### src/rtl/uart_cfg_seq_if.sv
// Bundle of the configuration-sequencer signals: request/config inputs, register-file
// ports, UART activity and sequence status. The sequencer connects through 'master'.
interface uart_cfg_seq_if #(
    parameter int DATA_WIDTH = 16
);
    logic                  start;
    logic                  cfg_enable;
    logic [2:0]            cfg_mode;
    logic [15:0]           cfg_rate;
    logic                  cfg_clr_err;

    logic                  wr_en;
    logic [2:0]            wr_addr;
    logic [DATA_WIDTH-1:0] wr_data;

    logic [2:0]            rd_addr_a;
    logic [DATA_WIDTH-1:0] rd_data_a;
    logic                  rd_valid_a;

    logic                  uart_busy;
    logic                  update_ok;
    logic                  busy;
    logic                  done;
    logic                  error;

    modport master (
        input  start, cfg_enable, cfg_mode, cfg_rate, cfg_clr_err,
        input  rd_data_a, rd_valid_a, uart_busy,
        output wr_en, wr_addr, wr_data, rd_addr_a,
        output update_ok, busy, done, error
    );

    modport slave (
        output start, cfg_enable, cfg_mode, cfg_rate, cfg_clr_err,
        output rd_data_a, rd_valid_a, uart_busy,
        input  wr_en, wr_addr, wr_data, rd_addr_a,
        input  update_ok, busy, done, error
    );
endinterface

### src/rtl/uart_cfg_seq.sv
// UART configuration sequencer: disables the UART, programs the shadow baud rate, waits
// for the line to go quiet, commits the baud rate, reads it back and re-enables.
//
// state        | meaning
// -------------+-----------------------------------------------------------
// ST_IDLE      | waiting for start; captures cfg_* on start
// ST_CLR       | write 0x0002 to STATUS (W1C clears error bit)
// ST_DIS       | write 0 to CTRL, UART disabled
// ST_BAUD      | write captured rate to shadow BAUD
// ST_WAIT_IDLE | wait for IDLE_CYCLES quiet cycles, bounded by TIMEOUT
// ST_COMMIT    | pulse update_ok, shadow BAUD becomes active
// ST_VERIFY    | read BAUD on port A and compare with captured rate
// ST_ENABLE    | write {mode, enable} to CTRL
// ST_DONE      | done pulse, success
// ST_FAIL      | done pulse, error set, CTRL left at 0
module uart_cfg_seq #(
    parameter int DATA_WIDTH  = 16,
    parameter int IDLE_CYCLES = 4,
    parameter int TIMEOUT     = 1024
) (
    input  logic           clk,
    input  logic           rst_n,
    uart_cfg_seq_if.master bus
);

    localparam int IDLE_W = $clog2(IDLE_CYCLES + 1);
    localparam int TO_W   = $clog2(TIMEOUT + 1);

    localparam logic [2:0] ADDR_CTRL   = 3'd0;
    localparam logic [2:0] ADDR_BAUD   = 3'd1;
    localparam logic [2:0] ADDR_STATUS = 3'd2;

    typedef enum logic [3:0] {
        ST_IDLE,
        ST_CLR,
        ST_DIS,
        ST_BAUD,
        ST_WAIT_IDLE,
        ST_COMMIT,
        ST_VERIFY,
        ST_ENABLE,
        ST_DONE,
        ST_FAIL
    } state_t;

    state_t              state_q, state_d;
    logic [IDLE_W-1:0]   idle_cnt_q, idle_cnt_d;
    logic [TO_W-1:0]     to_cnt_q, to_cnt_d;
    logic [15:0]         rate_q, rate_d;
    logic [2:0]          mode_q, mode_d;
    logic                enable_q, enable_d;
    logic                error_q, error_d;

    logic                idle_met;
    logic                timed_out;
    logic                rate_match;

    logic                  wr_en;
    logic [2:0]            wr_addr;
    logic [DATA_WIDTH-1:0] wr_data;
    logic [2:0]            rd_addr_a;
    logic                  update_ok;
    logic                  done;

    always_ff @(posedge clk) begin
        if (!rst_n) begin
            state_q    <= ST_IDLE;
            idle_cnt_q <= '0;
            to_cnt_q   <= '0;
            rate_q     <= '0;
            mode_q     <= '0;
            enable_q   <= 1'b0;
            error_q    <= 1'b0;
        end else begin
            state_q    <= state_d;
            idle_cnt_q <= idle_cnt_d;
            to_cnt_q   <= to_cnt_d;
            rate_q     <= rate_d;
            mode_q     <= mode_d;
            enable_q   <= enable_d;
            error_q    <= error_d;
        end
    end

    assign idle_met   = !bus.uart_busy && (idle_cnt_q == IDLE_W'(IDLE_CYCLES - 1));
    assign timed_out  = (to_cnt_q == TO_W'(TIMEOUT - 1));
    assign rate_match = bus.rd_valid_a && (bus.rd_data_a == DATA_WIDTH'(rate_q));

    // Counters only run in ST_WAIT_IDLE; holding them at zero elsewhere clears them on entry.
    always_comb begin
        state_d    = state_q;
        idle_cnt_d = '0;
        to_cnt_d   = '0;
        rate_d     = rate_q;
        mode_d     = mode_q;
        enable_d   = enable_q;
        error_d    = error_q;

        case (state_q)
            ST_IDLE: begin
                if (bus.start) begin
                    rate_d   = bus.cfg_rate;
                    mode_d   = bus.cfg_mode;
                    enable_d = bus.cfg_enable;
                    error_d  = 1'b0;
                    state_d  = bus.cfg_clr_err ? ST_CLR : ST_DIS;
                end
            end
            ST_CLR:  state_d = ST_DIS;
            ST_DIS:  state_d = ST_BAUD;
            ST_BAUD: state_d = ST_WAIT_IDLE;
            ST_WAIT_IDLE: begin
                idle_cnt_d = bus.uart_busy ? '0 : idle_cnt_q + IDLE_W'(1);
                to_cnt_d   = to_cnt_q + TO_W'(1);
                if (idle_met) begin
                    state_d = ST_COMMIT;
                end else if (timed_out) begin
                    state_d = ST_FAIL;
                end
            end
            ST_COMMIT: state_d = ST_VERIFY;
            ST_VERIFY: state_d = rate_match ? ST_ENABLE : ST_FAIL;
            ST_ENABLE: state_d = ST_DONE;
            ST_DONE:   state_d = ST_IDLE;
            ST_FAIL:   state_d = ST_IDLE;
            default:   state_d = ST_IDLE;
        endcase

        if (state_d == ST_FAIL) begin
            error_d = 1'b1;
        end
    end

    // Moore outputs: every strobe and bus value is a pure decode of state_q.
    always_comb begin
        wr_en     = 1'b0;
        wr_addr   = '0;
        wr_data   = '0;
        rd_addr_a = '0;
        update_ok = 1'b0;
        done      = 1'b0;

        case (state_q)
            ST_CLR: begin
                wr_en   = 1'b1;
                wr_addr = ADDR_STATUS;
                wr_data = DATA_WIDTH'(2);
            end
            ST_DIS: begin
                wr_en   = 1'b1;
                wr_addr = ADDR_CTRL;
            end
            ST_BAUD: begin
                wr_en   = 1'b1;
                wr_addr = ADDR_BAUD;
                wr_data = DATA_WIDTH'(rate_q);
            end
            ST_COMMIT: update_ok = 1'b1;
            ST_VERIFY: rd_addr_a = ADDR_BAUD;
            ST_ENABLE: begin
                wr_en   = 1'b1;
                wr_addr = ADDR_CTRL;
                wr_data = DATA_WIDTH'({mode_q, enable_q});
            end
            ST_DONE: done = 1'b1;
            ST_FAIL: done = 1'b1;
            default: ;
        endcase
    end

    assign bus.wr_en     = wr_en;
    assign bus.wr_addr   = wr_addr;
    assign bus.wr_data   = wr_data;
    assign bus.rd_addr_a = rd_addr_a;
    assign bus.update_ok = update_ok;
    assign bus.done      = done;
    assign bus.busy      = (state_q != ST_IDLE);
    assign bus.error     = error_q;

endmodule

### src/flat_wrapper.sv
// flat-port wrapper written by rule: the top's interface ports become plain ports
module uart_cfg_seq_flat 
#(
    parameter int DATA_WIDTH  = 16,
    parameter int IDLE_CYCLES = 4,
    parameter int TIMEOUT     = 1024
)
  (clk, rst_n, bus_start, bus_cfg_enable, bus_cfg_mode, bus_cfg_rate, bus_cfg_clr_err, bus_rd_data_a, bus_rd_valid_a, bus_uart_busy, bus_wr_en, bus_wr_addr, bus_wr_data, bus_rd_addr_a, bus_update_ok, bus_busy, bus_done, bus_error);
  uart_cfg_seq_if #(.DATA_WIDTH(DATA_WIDTH)) bus_i ();
  input  logic clk;
  input  logic rst_n;
  input wire logic [$bits(bus_i.start)-1:0] bus_start;
  input wire logic [$bits(bus_i.cfg_enable)-1:0] bus_cfg_enable;
  input wire logic [$bits(bus_i.cfg_mode)-1:0] bus_cfg_mode;
  input wire logic [$bits(bus_i.cfg_rate)-1:0] bus_cfg_rate;
  input wire logic [$bits(bus_i.cfg_clr_err)-1:0] bus_cfg_clr_err;
  input wire logic [$bits(bus_i.rd_data_a)-1:0] bus_rd_data_a;
  input wire logic [$bits(bus_i.rd_valid_a)-1:0] bus_rd_valid_a;
  input wire logic [$bits(bus_i.uart_busy)-1:0] bus_uart_busy;
  output wire logic [$bits(bus_i.wr_en)-1:0] bus_wr_en;
  output wire logic [$bits(bus_i.wr_addr)-1:0] bus_wr_addr;
  output wire logic [$bits(bus_i.wr_data)-1:0] bus_wr_data;
  output wire logic [$bits(bus_i.rd_addr_a)-1:0] bus_rd_addr_a;
  output wire logic [$bits(bus_i.update_ok)-1:0] bus_update_ok;
  output wire logic [$bits(bus_i.busy)-1:0] bus_busy;
  output wire logic [$bits(bus_i.done)-1:0] bus_done;
  output wire logic [$bits(bus_i.error)-1:0] bus_error;
  assign bus_i.start = bus_start;
  assign bus_i.cfg_enable = bus_cfg_enable;
  assign bus_i.cfg_mode = bus_cfg_mode;
  assign bus_i.cfg_rate = bus_cfg_rate;
  assign bus_i.cfg_clr_err = bus_cfg_clr_err;
  assign bus_i.rd_data_a = bus_rd_data_a;
  assign bus_i.rd_valid_a = bus_rd_valid_a;
  assign bus_i.uart_busy = bus_uart_busy;
  assign bus_wr_en = bus_i.wr_en;
  assign bus_wr_addr = bus_i.wr_addr;
  assign bus_wr_data = bus_i.wr_data;
  assign bus_rd_addr_a = bus_i.rd_addr_a;
  assign bus_update_ok = bus_i.update_ok;
  assign bus_busy = bus_i.busy;
  assign bus_done = bus_i.done;
  assign bus_error = bus_i.error;
  uart_cfg_seq #(.DATA_WIDTH(DATA_WIDTH), .IDLE_CYCLES(IDLE_CYCLES), .TIMEOUT(TIMEOUT)) u_core (.clk(clk), .rst_n(rst_n), .bus(bus_i));
endmodule
### config.mk
export PLATFORM = sky130hd
export DESIGN_NAME = uart_cfg_seq_flat
export DESIGN_NICKNAME = d
export VERILOG_FILES = /design/src/rtl/uart_cfg_seq_if.sv /design/src/rtl/uart_cfg_seq.sv /design/src/flat_wrapper.sv
export SDC_FILE = /design/constraint.sdc
export NUM_CORES = 1
export LEC_CHECK = 0
export CORE_AREA = 2 2 111 70
export CTS_CLUSTER_SIZE = 24
export DETAILED_ROUTE_END_ITERATION = 8
export DIE_AREA = 0 0 113 72
export GPL_ROUTABILITY_DRIVEN = 0
export SLEW_MARGIN = 30
export SYNTH_ARGS = -nofsm -noshare
export SYNTH_HDL_FRONTEND = slang
export SYNTH_SLANG_ARGS = --single-unit
### constraint.sdc
create_clock -name clk -period 4.4 [get_ports clk]
set_clock_uncertainty 0.2 [all_clocks]
set_input_delay 0.88 -clock clk [delete_from_list [all_inputs] [get_ports clk]]
set_output_delay 0.88 -clock clk [all_outputs]
set_load 0.1 [all_outputs]
==> key figures <==
Drt
  – Detail Route Antenna Nets: 0
  – Vias/cell: 4.478
  – DR WL/cell: roughly 14 um
  – DR DRC count: 4
  – Routed vias: between 1500 and 2000
  – Final wirelength: around 5.3 mm
  – Drt pass-1 iters: 6
  – Initial DRC Count: 80

Floorplan
  – Die Y: just over 70 um
  – Row count: 24
  – Core region area: 0.007087 mm^2
  – Die Wd: approximately 110 um
  – Initial core utilization: 0.2827
  – Boundary Pins: just under 70
  – Die ar.: a little over 0.008 mm^2

Layout
  – # diodes: 0
  – Final Non-Filler Cells: slightly below 400
  – Post-route design area: ~0.0028 mm^2
  – Synth-to-layout area growth: 41.79%
  – Layout cells sized above 1: 0.1126
  – Commonest non-fill, non-tap cell in the layout: nand2_1
  – Layout Nets: 346
  – Most frequent cells in the layout: 50 x nand2_1, 46 x clkdlybuf4s50_1, 39 x dfxtp_1
  – Fill count: 719

GRT
  – First-pass GRT wire length: 8.666 mm
  – Largest net degree at the start of global routing: 24
  – GR Util All Layers: 0.1331
  – Vias in the first global route: about 1700
  – Initial antenna violation count: 0
  – GRT overflow: 0

Place
  – Post-Place Setup Slack: 1.258 ns
  – DP HPWL: between 4 and 5 mm
  – DP Cell Count: 385
  – Port Buffers: 65
  – Placed Area: between 0.002 and 0.003 mm^2

Clock tree
  – Clk Latency, worst-skew pair: roughly 0.27 ns
  – PostCTS Resize Cnt: 0
  – CTS max path bufs: 2
  – Total CTS buffers: 5
  – Clk root buf: clkbuf_16
  – Clk slew on worst S/H paths: 0.06 ns
  – Post-CTS Repair Setup Buffers: 0
  – Post-CTS Hold Buffers: 0
  – TritonCTS clock tree: built
  – Sink Count: 39
  – H-tree levels: 2

Worst setup path
  – Required time worst endpoint: around 3.3 ns
  – Worst R2R Path Depth: 3
  – Critical path destination: bus_busy
  – Kind of critical path: reg2out
  – R2R setup slack: 2.14 ns
  – Worst r2r dst: u_core.bus.error
  – Crit path from: u_core.state_q[0]
  – CP arrival: ~2.3 ns
  – Reg-to-Reg Start: u_core.state_q[0]
  – Critical Path Start Type: register
  – Critical path capture point type: output pin
  – CP Max Fanout: 14

Timing
  – Max-slew violations: 0
  – Final Hold Fails: 0
  – Fin crit period: around 3.4 ns
  – Final worst slack: approximately 0.98 ns
  – Fmax: 0.2924 GHz
  – Number of setup violations in the final report: 0
  – Tcrit/Tclk final: 0.7773
  – Worst Tran Pin Value: 0.9910 ns
  – RSZ-0062 raised after global routing: no
  – Final setup TNS: 0 ns
  – Max-slew headroom: 0.3372

Power
  – Clock power frac: 0.443
  – Overall Power: slightly above 1 mW
  – Psw: approximately 0.26 mW
  – Pwr per Cell Area: ~360 mW/mm^2
  – Worst VDD drop: around 0.19 mV
  – Pleak: around 1.1 nW
  – Proportion of power drawn by flip-flops and latches: 0.378
  – P_int: between 0.7 and 0.8 mW
  – Logic pwr share: 0.179
  – Net Sw Frac: 0.2552

Synthesis
  – Yosys cell types: 38
  – EDFF count, synth: 0
  – Syn Std Cell Area: 0.002003 mm^2
  – Cells after Synth: between 200 and 250
  – Ys flop type: dfxtp_1
  – Sequential fraction of the synthesis area: 0.3898
  – Synthesized flop and latch total: 39
  – YS warnings: 0
  – Post-Syn Area per Cell: about 8.3 um^2
  – Share of the synthesized area in the top cell type: 0.3898
  – Top post-synthesis cells by area: dfxtp_1 39%, nand2_1 9.4%, xor2_1 8.3%
  – Post-synth top area cell: dfxtp_1
  – Async SR Flop Fraction: 0

Outcome
  – Status: finished, violations left
  – Failing checks: DRC

Worst hold path
  – HP Start: u_core.idle_cnt_q[0]
  – Hold Path Class: reg2reg

Flow run
  – Max cap viols: 0
==> power groups by stage <==
stage,combinational [mW],clock (mW),sequential (mW)
floorplan,0.126,0,0.389
global placement,0.185,0,0.395
detailed placement,0.185,0,0.396
CTS,0.186,0.469,0.388
global route,0.199,0.484,0.391
finish,0.184,0.456,0.389
==> worst max-delay path, stage by stage, from the launching register on <==
cell,delay [ns]
dfxtp_1,0.62
nor2_1,0.18
nand2_1,0.11
clkdlybuf4s50_1,1.15
==> kinds of logic after synthesis <==
| family | count (synthesis) | synth area share |
|---|---|---|
| AOI/OAI and AO/OA | 37 | 0.1362 |
| xor gates and xnor gates | 24 | 0.1049 |
| muxes | 3 | 0.01499 |
| DFF | 39 | 0.3898 |
| other | 1 | 0.001872 |
| adders and majority gates | 3 | 0.01874 |
| and+or+nand+nor | 114 | 0.2823 |
| buffers and inverters | 20 | 0.05121 |
==> flip-flops by register name, indices dropped and copies added (netlist names) <==
register / count
u_core.idle_cnt_q: 3
u_core.mode_q: 3
u_core.rate_q: 16
u_core.enable_q: 1
u_core.state_q: 4
u_core.bus.error: 1
u_core.to_cnt_q: 11
==> how the worst min path moves through the flow <==
stage / end / slack (ns) / cells after the start
final: u_core.idle_cnt_q[0] / 0.23 / 1
after global routing: u_core.idle_cnt_q[0] / 0.25 / 1
after CTS: u_core.idle_cnt_q[0] / 0.23 / 1
after detailed placement: u_core.idle_cnt_q[0] / 0.22 / 1
after global placement: u_core.idle_cnt_q[0] / 0.22 / 1
after floorplan: u_core.idle_cnt_q[0] / 0.20 / 1
==> through the flow <==
stage                       util  hold slack, ns
after floorplan                -          0.2047
after global placement    0.3741          0.2195
after detailed placement  0.3741          0.2232
after CTS                 0.4008          0.2315
after global routing      0.4008          0.2503
final                     0.4008          0.2345
==> synth_stat cells, types with 2 or more instances <==
library cell  count
a21boi_1         20
a21oi_1           7
and2_1           12
and3_1            6
buf_2             4
buf_4             4
clkbuf_1          6
dfxtp_1          39
ha_1              3
inv_1             4
mux2i_1           3
nand2_1          50
nand2b_1          3
nand3_1           7
nand4_1           3
nor2_1           16
nor2b_1           2
nor3_1            4
nor4_1            4
o21ai_0           4
xnor2_1           5
xor2_1           19
==> per-layer routing <==
layer,wire [um],global-route usage
met5,0,0
met4,28,0.02981
met3,261,0.03592
met2,2237,0.1956
met1,2811,0.1948
==> final cells by class <==
cell class                      instances  area (um^2)  area share
Clock inverter                          2        60.06     0.02115
Tap cell                               91        113.9     0.04009
Inverter                                5        18.77    0.006608
Multi-Input combinational cell        184         1127      0.3969
Clock buffer                            6        128.9     0.04537
Sequential cell                        39        780.7      0.2749
Timing Repair Buffer                   66        610.6      0.2150
No activity file was read; power rests on OpenSTA's default activity.
